$ cat config.mk
export PLATFORM = sky130hd
export DESIGN_NAME = cpu_run_sequencer
export DESIGN_NICKNAME = d
export VERILOG_FILES = /design/src/rtl/cpu_seq_pkg.sv /design/src/rtl/cpu_seq_timer.sv /design/src/rtl/cpu_run_sequencer.sv
export SDC_FILE = /design/constraint.sdc
export NUM_CORES = 1
export LEC_CHECK = 0
export BUFFER_PORTS_ARGS = -buffer_cell sky130_fd_sc_hd__buf_4
export CAP_MARGIN = 20
export CELL_PAD_IN_SITES_DETAIL_PLACEMENT = 1
export CELL_PAD_IN_SITES_GLOBAL_PLACEMENT = 2
export CORE_MARGIN = 8
export CORE_UTILIZATION = 27
export CTS_CLUSTER_SIZE = 8
export DETAILED_ROUTE_END_ITERATION = 8
export GPL_ROUTABILITY_DRIVEN = 0
export PLACE_DENSITY_LB_ADDON = 0.1
export REMOVE_ABC_BUFFERS = 1
export SLEW_MARGIN = 20
export SYNTH_ARGS = -nofsm -noshare
export SYNTH_HDL_FRONTEND = slang
export SYNTH_SLANG_ARGS = --single-unit
$ cat constraint.sdc
create_clock -name Clock -period 2.65 [get_ports Clock]
set_input_delay 0.53 -clock Clock [delete_from_list [all_inputs] [get_ports Clock]]
set_output_delay 0.53 -clock Clock [all_outputs]
set_load 0.005 [all_outputs]
$ cat src/rtl/cpu_seq_pkg.sv
// Shared definitions for the CPU run sequencer.
//   seq_state_e    : sequencer FSM states
//   DEF_DATA_W     : default operand/result width
//   DEF_RST_CYCLES : default number of cycles the CPU is held in reset per run
//   DEF_TIMEOUT    : default number of RUN cycles allowed before giving up
package cpu_seq_pkg;

  typedef enum logic [1:0] {
    ST_IDLE = 2'd0,
    ST_LOAD = 2'd1,
    ST_RUN  = 2'd2,
    ST_DONE = 2'd3
  } seq_state_e;

  localparam int DEF_DATA_W     = 8;
  localparam int DEF_RST_CYCLES = 2;
  localparam int DEF_TIMEOUT    = 255;

endpackage

$ cat src/rtl/cpu_seq_timer.sv
// Loadable up-counter shared by the LOAD hold and the RUN timeout.
// Ports:
//   clk, rst : clock and synchronous active-high reset
//   restart  : set the count to 1 on the next edge (first cycle of a phase)
//   en       : advance the count by one
//   limit    : value at which the current phase ends
//   cnt      : current count (1-based cycle number within the phase)
//   done     : cnt equals limit
module cpu_seq_timer #(
  parameter int CNT_W = 8
) (
  input  logic             clk,
  input  logic             rst,
  input  logic             restart,
  input  logic             en,
  input  logic [CNT_W-1:0] limit,
  output logic [CNT_W-1:0] cnt,
  output logic             done
);

  logic [CNT_W-1:0] cnt_q, cnt_d;

  always_comb begin
    cnt_d = cnt_q;
    if (restart) begin
      cnt_d = CNT_W'(1);
    end else if (en && (cnt_q != '1)) begin
      // Saturate rather than wrap so a stuck phase can never look fresh.
      cnt_d = cnt_q + CNT_W'(1);
    end
  end

  always_ff @(posedge clk) begin
    if (rst) begin
      cnt_q <= '0;
    end else begin
      cnt_q <= cnt_d;
    end
  end

  assign cnt  = cnt_q;
  assign done = (cnt_q == limit);

endmodule

$ cat src/rtl/cpu_run_sequencer.sv
// Drives one operand pair into an attached CPU, holds the CPU in reset for
// RST_CYCLES, releases it, waits for cpu_Halt (or TIMEOUT RUN cycles) and
// presents the captured result on a valid/ready output.
// Ports:
//   Clock, Reset                  : clock, synchronous active-high reset
//   in_valid/in_ready/in_a/in_b   : operand handshake (accepted only in IDLE)
//   cpu_A, cpu_B                  : operands held toward the CPU
//   cpu_Reset                     : CPU reset, low only while the CPU runs
//   cpu_Halt, cpu_Output          : CPU completion flag and result
//   res_valid/res_ready           : result handshake
//   res_data, res_timeout         : captured result, timeout indication
//   busy                          : sequencer not idle
module cpu_run_sequencer
  import cpu_seq_pkg::*;
#(
  parameter int DATA_W     = DEF_DATA_W,
  parameter int RST_CYCLES = DEF_RST_CYCLES,
  parameter int TIMEOUT    = DEF_TIMEOUT
) (
  input  logic              Clock,
  input  logic              Reset,
  input  logic              in_valid,
  output logic              in_ready,
  input  logic [DATA_W-1:0] in_a,
  input  logic [DATA_W-1:0] in_b,
  output logic [DATA_W-1:0] cpu_A,
  output logic [DATA_W-1:0] cpu_B,
  output logic              cpu_Reset,
  input  logic              cpu_Halt,
  input  logic [DATA_W-1:0] cpu_Output,
  output logic              res_valid,
  input  logic              res_ready,
  output logic [DATA_W-1:0] res_data,
  output logic              res_timeout,
  output logic              busy
);

  // One counter serves both phases, so it must reach the larger limit.
  localparam int CNT_MAX = (RST_CYCLES > TIMEOUT) ? RST_CYCLES : TIMEOUT;
  localparam int CNT_W   = $clog2(CNT_MAX + 1);

  seq_state_e        state_q, state_d;
  logic [DATA_W-1:0] cpu_a_q, cpu_a_d;
  logic [DATA_W-1:0] cpu_b_q, cpu_b_d;
  logic [DATA_W-1:0] res_data_q, res_data_d;
  logic              res_timeout_q, res_timeout_d;

  logic              tmr_restart;
  logic              tmr_en;
  logic [CNT_W-1:0]  tmr_limit;
  logic [CNT_W-1:0]  tmr_cnt;
  logic              tmr_done;

  cpu_seq_timer #(
    .CNT_W (CNT_W)
  ) u_timer (
    .clk     (Clock),
    .rst     (Reset),
    .restart (tmr_restart),
    .en      (tmr_en),
    .limit   (tmr_limit),
    .cnt     (tmr_cnt),
    .done    (tmr_done)
  );

  always_comb begin
    state_d       = state_q;
    cpu_a_d       = cpu_a_q;
    cpu_b_d       = cpu_b_q;
    res_data_d    = res_data_q;
    res_timeout_d = res_timeout_q;
    tmr_restart   = 1'b0;
    tmr_en        = 1'b0;
    tmr_limit     = CNT_W'(TIMEOUT);

    case (state_q)
      ST_IDLE: begin
        if (in_valid && in_ready) begin
          cpu_a_d     = in_a;
          cpu_b_d     = in_b;
          tmr_restart = 1'b1;
          state_d     = ST_LOAD;
        end
      end

      ST_LOAD: begin
        tmr_limit = CNT_W'(RST_CYCLES);
        if (tmr_done) begin
          tmr_restart = 1'b1;
          state_d     = ST_RUN;
        end else begin
          tmr_en = 1'b1;
        end
      end

      ST_RUN: begin
        // Halt on the first RUN cycle is left over from the previous run.
        if (cpu_Halt && (tmr_cnt >= CNT_W'(2))) begin
          res_data_d    = cpu_Output;
          res_timeout_d = 1'b0;
          state_d       = ST_DONE;
        end else if (tmr_done) begin
          res_data_d    = '0;
          res_timeout_d = 1'b1;
          state_d       = ST_DONE;
        end else begin
          tmr_en = 1'b1;
        end
      end

      ST_DONE: begin
        if (res_ready) begin
          state_d = ST_IDLE;
        end
      end

      default: begin
        state_d = ST_IDLE;
      end
    endcase
  end

  always_ff @(posedge Clock) begin
    if (Reset) begin
      state_q       <= ST_IDLE;
      cpu_a_q       <= '0;
      cpu_b_q       <= '0;
      res_data_q    <= '0;
      res_timeout_q <= 1'b0;
    end else begin
      state_q       <= state_d;
      cpu_a_q       <= cpu_a_d;
      cpu_b_q       <= cpu_b_d;
      res_data_q    <= res_data_d;
      res_timeout_q <= res_timeout_d;
    end
  end

  // Gated by Reset so nothing is accepted while reset is still asserted.
  assign in_ready    = (state_q == ST_IDLE) && !Reset;
  assign cpu_A       = cpu_a_q;
  assign cpu_B       = cpu_b_q;
  assign cpu_Reset   = (state_q != ST_RUN);
  assign res_valid   = (state_q == ST_DONE);
  assign res_data    = res_data_q;
  assign res_timeout = res_timeout_q;
  assign busy        = (state_q != ST_IDLE);

endmodule

==> metrics.txt, run 1 <==
measured slew at the worst slew-check pin=0.909 ns; Largest stage delay, worst path=0.58 ns; fraction of layout cells with a size suffix above 1=0.290; post-synth design cell area=0.00153 mm²; outcome=finished clean; WP data arrival=2.60 ns; commonest cells after routing, fill and taps aside=60 x sky130_fd_sc_hd__buf_4, 37 x sky130_fd_sc_hd__nand2_1, 35 x sky130_fd_sc_hd__dfxtp_1; Layout Skew=0.00581 ns; sink count of the clock tree=35; WHS Endpoint=cpu_A[2]$_SDFFE_PP0P_; share of synthesized area occupied by flip-flops and latches=0.457; cell at the root of the clock tree=sky130_fd_sc_hd__clkbuf_8; leading cell type in the layout, fill and taps excluded=sky130_fd_sc_hd__buf_4; area enclosed by the die boundary=0.00835 mm²; Fin Setup TNS=0 ns; clock transition time at the flip-flop clock pins of the worst setup and hold paths=0.07 ns; worst hold path stage count=3; cell with the biggest individual delay on the critical path=sky130_fd_sc_hd__or4_1; first-pass GRT wire length=7.85 mm; HPWL Detailed=3.58 mm; routed vias=1495; fraction of synthesized cell area taken by the top area cell type=0.457; sum of routed wire length over all layers=4.72 mm; global router's overall resource usage=0.115; Worst Hold Slack=0.428 ns; synthesized netlist cell count=179; standby leakage power=0.952 nW; IR Drop Worst-Case VDD=0.263 mV; crit path cell chain=inv_1 > ha_1 > and4b_1 > o21ai_1 > o221ai_4 > or4_1 > a21oi_1; worst reg2reg startpoint=state_q[1]$_SDFFE_PP0P_; final design utilization=0.387; post-CTS resize count=0; startpoint of the tightest hold check path=in_a[2]; Core Area=0.00551 mm²; Worst Setup Start Kind=register; post-synthesis register bit count=35; number of primary I/O pins=58; Period minus WS final=2.39 ns; cell area after placement=0.00203 mm²; Worst Path Required=2.86 ns; endpoint kind of the worst setup timing path=register; First-pass DRT Iterations=3; antenna violations before repair=0; antenna diode count=0; clock tree from TritonCTS=yes; maximum operating frequency=0.419 GHz; initial standard-cell utilization of the core=0.279; Rows=27; RSZ-0062 raised after global routing=false; number of failing setup endpoints in the final timing report=0; global route total overflow=0; slew margin rel.=0.387; cell types occupying the most area after synthesis=sky130_fd_sc_hd__dfxtp_1 46%, sky130_fd_sc_hd__nand2_1 9.1%, sky130_fd_sc_hd__nand3_1 5.5%, sky130_fd_sc_hd__ha_1 4.9%, sky130_fd_sc_hd__a22o_1 4.6%; sequential cell area in the final layout=701 µm²; Worst Reg-to-Reg Cells=7; final critical-path share of the clock period=0.902; Final Max Tran Viols=0; number of global-route vias before repair=1621; Port Buffers=57; x dimension of the die=91.4 µm; routed vias/inst=4.82; die height=91.4 µm; post-CTS setup repair buffer count=0; area of all placed cells without fillers=0.00213 mm²; number of inserted filler cells in the final layout=657; post-synth top area cell=sky130_fd_sc_hd__dfxtp_1; number of distinct standard cells referenced by the synthesized netlist=36; Hold-fix buffers, CTS=0; count of max-cap constraint violations=0; capture point of the worst reg-to-reg path=u_timer.cnt[4]$_SDFFE_PP0P_; largest driver fanout on the critical path=20; Layout Area Growth over Synthesis=38.7%; type of the worst min-delay path=input port to register; maximum level of the CTS H-tree=2; ratio of total power to cell area=757 mW/mm²; post-synthesis average cell area=8.57 µm²; multi-input gate area in the final layout=772 µm²; Routed WL per cell=15.2 µm; largest buffer count on any clock path=2; # DRC=0; number of buffers added by the clock tree synthesis step=5; synthesis warning total=0; Hold Vio Cnt, Final=0; drt initial violations=25; Crit Path Class=register to register; Skew-Pair Late Insertion Delay=0.29 ns; reg-to-reg setup timing slack=0.26 ns; maximum number of pins on one net before global-route repair=21; final net count=272; count of nets left with antenna violations after detail routing=0
==> worst max-delay path: cells and delay by family, from the launching register on <==
kind / cells / cell delay, ns
simple gates: 2 / 0.82
flops: 1 / 0.33
fa+ha+maj: 1 / 0.33
buf+inv: 1 / 0.11
compound gates: 3 / 0.73
==> stage by stage <==
step | total power, mW | setup slack [ns] | cells
after CTS | 1.63 | 0.142 | 310
after detailed placement | 1.25 | 0.189 | 302
after floorplan | 0.960 | 0.592 | 170
after global placement | 1.20 | 0.382 | 302
after global routing | 1.75 | 0.0646 | 310
final | 1.61 | 0.261 | 310
==> Yosys cell counts <==
cell	count
sky130_fd_sc_hd__and4_1	1
sky130_fd_sc_hd__nor2b_1	2
sky130_fd_sc_hd__nor4b_1	1
sky130_fd_sc_hd__nand4_1	1
sky130_fd_sc_hd__ha_1	6
sky130_fd_sc_hd__nor4_1	1
sky130_fd_sc_hd__a22o_1	8
sky130_fd_sc_hd__o221ai_2	1
sky130_fd_sc_hd__a311oi_1	1
sky130_fd_sc_hd__inv_1	8
sky130_fd_sc_hd__a211o_1	1
sky130_fd_sc_hd__clkinv_1	1
sky130_fd_sc_hd__nor4_2	1
sky130_fd_sc_hd__buf_1	2
sky130_fd_sc_hd__or4_1	4
sky130_fd_sc_hd__clkbuf_1	5
sky130_fd_sc_hd__a21oi_1	12
sky130_fd_sc_hd__buf_4	1
sky130_fd_sc_hd__and3_1	1
sky130_fd_sc_hd__nor2_1	2
sky130_fd_sc_hd__buf_6	1
sky130_fd_sc_hd__a41o_1	2
sky130_fd_sc_hd__o21ai_0	9
sky130_fd_sc_hd__dfxtp_1	35
sky130_fd_sc_hd__a211oi_1	2
sky130_fd_sc_hd__and4b_1	1
sky130_fd_sc_hd__o31ai_1	2
sky130_fd_sc_hd__or3_1	7
sky130_fd_sc_hd__o211ai_1	1
sky130_fd_sc_hd__a31oi_1	1
sky130_fd_sc_hd__o21ai_1	1
sky130_fd_sc_hd__nand2_1	37
sky130_fd_sc_hd__mux2i_1	1
sky130_fd_sc_hd__and3b_1	1
sky130_fd_sc_hd__nand3_1	17
sky130_fd_sc_hd__o21bai_1	1
==> worst max-delay path by stage <==
| stage | start | end | slack, ns | cells past startpoint |
|---|---|---|---|---|
| floorplan | state_q[1]$_SDFFE_PP0P_ | u_timer.cnt[4]$_SDFFE_PP0P_ | 0.59 | 7 |
| global placement | state_q[1]$_SDFFE_PP0P_ | state_q[1]$_SDFFE_PP0P_ | 0.38 | 7 |
| detailed placement | state_q[1]$_SDFFE_PP0P_ | state_q[0]$_SDFFE_PP0P_ | 0.19 | 7 |
| CTS | state_q[1]$_SDFFE_PP0P_ | state_q[0]$_SDFFE_PP0P_ | 0.14 | 7 |
| global route | state_q[1]$_SDFFE_PP0P_ | u_timer.cnt[4]$_SDFFE_PP0P_ | 0.06 | 7 |
| finish | state_q[1]$_SDFFE_PP0P_ | u_timer.cnt[4]$_SDFFE_PP0P_ | 0.26 | 7 |
==> power breakdown <==
part | switching (mW) | internal, mW
logic | 0.338 | 0.254
clock network | 0.185 | 0.184
registers | 0.0537 | 0.597
total | 0.576 | 1.04
==> kinds of logic (layout without fill, tap and decap cells) <==
kind of cell,after synthesis,in the layout,share of synthesized area
simple gates,77,77,0.251
flops,35,35,0.457
compound gates,42,42,0.185
mux,1,1,0.00653
fa+ha+maj,6,6,0.0489
buf+inv,18,77,0.0514
==> routing by layer <==
layer / part of all wire / track usage / up-vias
li1: - / - / 754
met1: 0.44 / 0.129 / 698
met2: 0.49 / 0.195 / 38
met3: 0.058 / 0.0444 / 5
met4: 0.011 / 0.0382 / 0
met5: 0 / 0 / -
==> registers in the layout (all words and copies together), names as in the netlist <==
signal       flops
u_timer.cnt      8
res_timeout      1
state_q          2
res_data         8
cpu_A            8
cpu_B            8
==> area by class of cell <==
cell class / count / area share
inverter: 9 / 0.0159
sequential: 35 / 0.329
multi-input combinational: 126 / 0.363
clock buffer: 7 / 0.0359
timing repair buffer: 60 / 0.212
tap: 72 / 0.0423
clock inverter: 1 / 0.00235
No activity file was read; power rests on OpenSTA's default activity.
==> run 2, diff against run 1 <==
Settings changed: CORE_ASPECT_RATIO from default to 0.75, SLEW_MARGIN 20 to 0.
==> metrics.txt, run 2 (synthesis results as in run 1) <==
P_int=1.05 mW; IR Drop Worst-Case VDD=0.205 mV; area of all placed cells without fillers=0.00213 mm²; slew margin rel.=0.306; startpoint of the tightest hold check path=in_b[5]; total power consumption of the routed design=1.65 mW; combinational share of power=0.365; largest driver fanout on the critical path=20; Fin Setup TNS=0 ns; Sw Pwr=0.597 mW; First-pass DRT Iterations=4; cell area after placement=0.00203 mm²; die height=81.3 µm; area enclosed by the die boundary=0.00837 mm²; outcome=finished clean; x dimension of the die=103 µm; part of the total power dissipated in sequential elements=0.394; WP data arrival=2.57 ns; cell at the root of the clock tree=sky130_fd_sc_hd__clkbuf_8; final critical-path share of the clock period=0.889; sink count of the clock tree=35; sum of routed wire length over all layers=5.16 mm; post-CTS setup repair buffer count=0; placed instance count=305; maximum operating frequency=0.425 GHz; Layout Skew=0.00198 ns; Rows=23; Core Area=0.00541 mm²; Hold Vio Cnt, Final=0; routed vias=1526; Routed WL per cell=16.5 µm; count of max-cap constraint violations=0; drt initial violations=37; ratio of total power to cell area=774 mW/mm²; number of primary I/O pins=58; Worst Setup Start Kind=register; leading cell type in the layout, fill and taps excluded=sky130_fd_sc_hd__buf_4; final net count=272; worst slack, placed=0.184 ns; antenna violations before repair=0; # DRC=0; largest buffer count on any clock path=2; global router's overall resource usage=0.126; final design utilization=0.394; number of global-route vias before repair=1679; antenna diode count=0; Final Max Tran Viols=0; Clk network pwr share=0.241; type of the worst min-delay path=input port to register; Switching Share=0.362; Worst Path Required=2.86 ns; initial standard-cell utilization of the core=0.284; global route total overflow=0; source of the critical timing path=state_q[1]$_SDFFE_PP0P_; first-pass GRT wire length=8.12 mm; Skew-Pair Late Insertion Delay=0.28 ns; number of buffers added by the clock tree synthesis step=5; routed vias/inst=4.89; measured slew at the worst slew-check pin=1.03 ns; worst reg2reg startpoint=state_q[1]$_SDFFE_PP0P_; RSZ-0062 raised after global routing=false; number of failing setup endpoints in the final timing report=0; endpoint kind of the worst setup timing path=register; fraction of layout cells with a size suffix above 1=0.291; maximum level of the CTS H-tree=2; Worst Hold Slack=0.429 ns; Crit Path Class=register to register; maximum number of pins on one net before global-route repair=21; Port Buffers=57; Final Instance Count excl. Fillers=312; HPWL Detailed=4.02 mm; Layout Area Growth over Synthesis=39.0%; Period minus WS final=2.36 ns; standby leakage power=0.954 nW; clock transition time at the flip-flop clock pins of the worst setup and hold paths=0.07 ns; clock tree from TritonCTS=yes; count of nets left with antenna violations after detail routing=0; final setup slack of the worst path=0.295 ns; commonest cells after routing, fill and taps aside=60 x sky130_fd_sc_hd__buf_4, 37 x sky130_fd_sc_hd__nand2_1, 35 x sky130_fd_sc_hd__dfxtp_1
-- run 2: cell types whose count changed in the layout (fill, tap and decap cells not counted), sizes merged --
| cell | delta |
|---|---|
| clkbuf | -1 |
-- run 2: final cells by class --
class                   count  area (µm²)
clock inverters             1        5.00
repair buffers             60         450
flip-flops and latches     35         701
inverters                   9        33.8
well taps                  75        93.8
clock buffers               6        82.6
fillers                   662        3280
multi-input cells         126         766
-- run 2: what timing repair did --
| action | in CTS | in global routing |
|---|---|---|
| endpoints found under the setup margin | 0 | 2 |
| hold buffers | 0 | 0 |
| gates resized for setup | 0 | 1 |
-- run 2: worst max-delay path, stage by stage (launching register included) --
cell	delay, ns
sky130_fd_sc_hd__dfxtp_1	0.33
sky130_fd_sc_hd__inv_1	0.11
sky130_fd_sc_hd__ha_1	0.31
sky130_fd_sc_hd__and4b_1	0.23
sky130_fd_sc_hd__o21ai_1	0.28
sky130_fd_sc_hd__o221ai_4	0.31
sky130_fd_sc_hd__or4_1	0.56
sky130_fd_sc_hd__a21oi_1	0.14
-- run 2: routing by layer --
layer | GRT usage | share of wire | up-vias
met5 | 0 | 0 | -
met4 | 0.0561 | 0.013 | 0
met3 | 0.0453 | 0.080 | 5
met2 | 0.211 | 0.48 | 49
met1 | 0.142 | 0.43 | 716
li1 | - | - | 756
-- run 2: worst paths after layout --
check	slack, ns	endpoint	cells after the start
worst min register to register	0.45	cpu_A[3]$_SDFFE_PP0P_	2
worst max register to register	0.29	u_timer.cnt[4]$_SDFFE_PP0P_	7
worst max-delay path	0.29	u_timer.cnt[4]$_SDFFE_PP0P_	7
worst min-delay path	0.43	cpu_B[5]$_SDFFE_PP0P_	3
-- run 2: power groups by stage --
stage / combinational, mW / clock (mW) / sequential (mW)
final: 0.602 / 0.397 / 0.650
after floorplan: 0.305 / 0 / 0.655
after CTS: 0.597 / 0.411 / 0.650
after global routing: 0.669 / 0.428 / 0.659
after detailed placement: 0.592 / 0 / 0.662
after global placement: 0.553 / 0 / 0.656
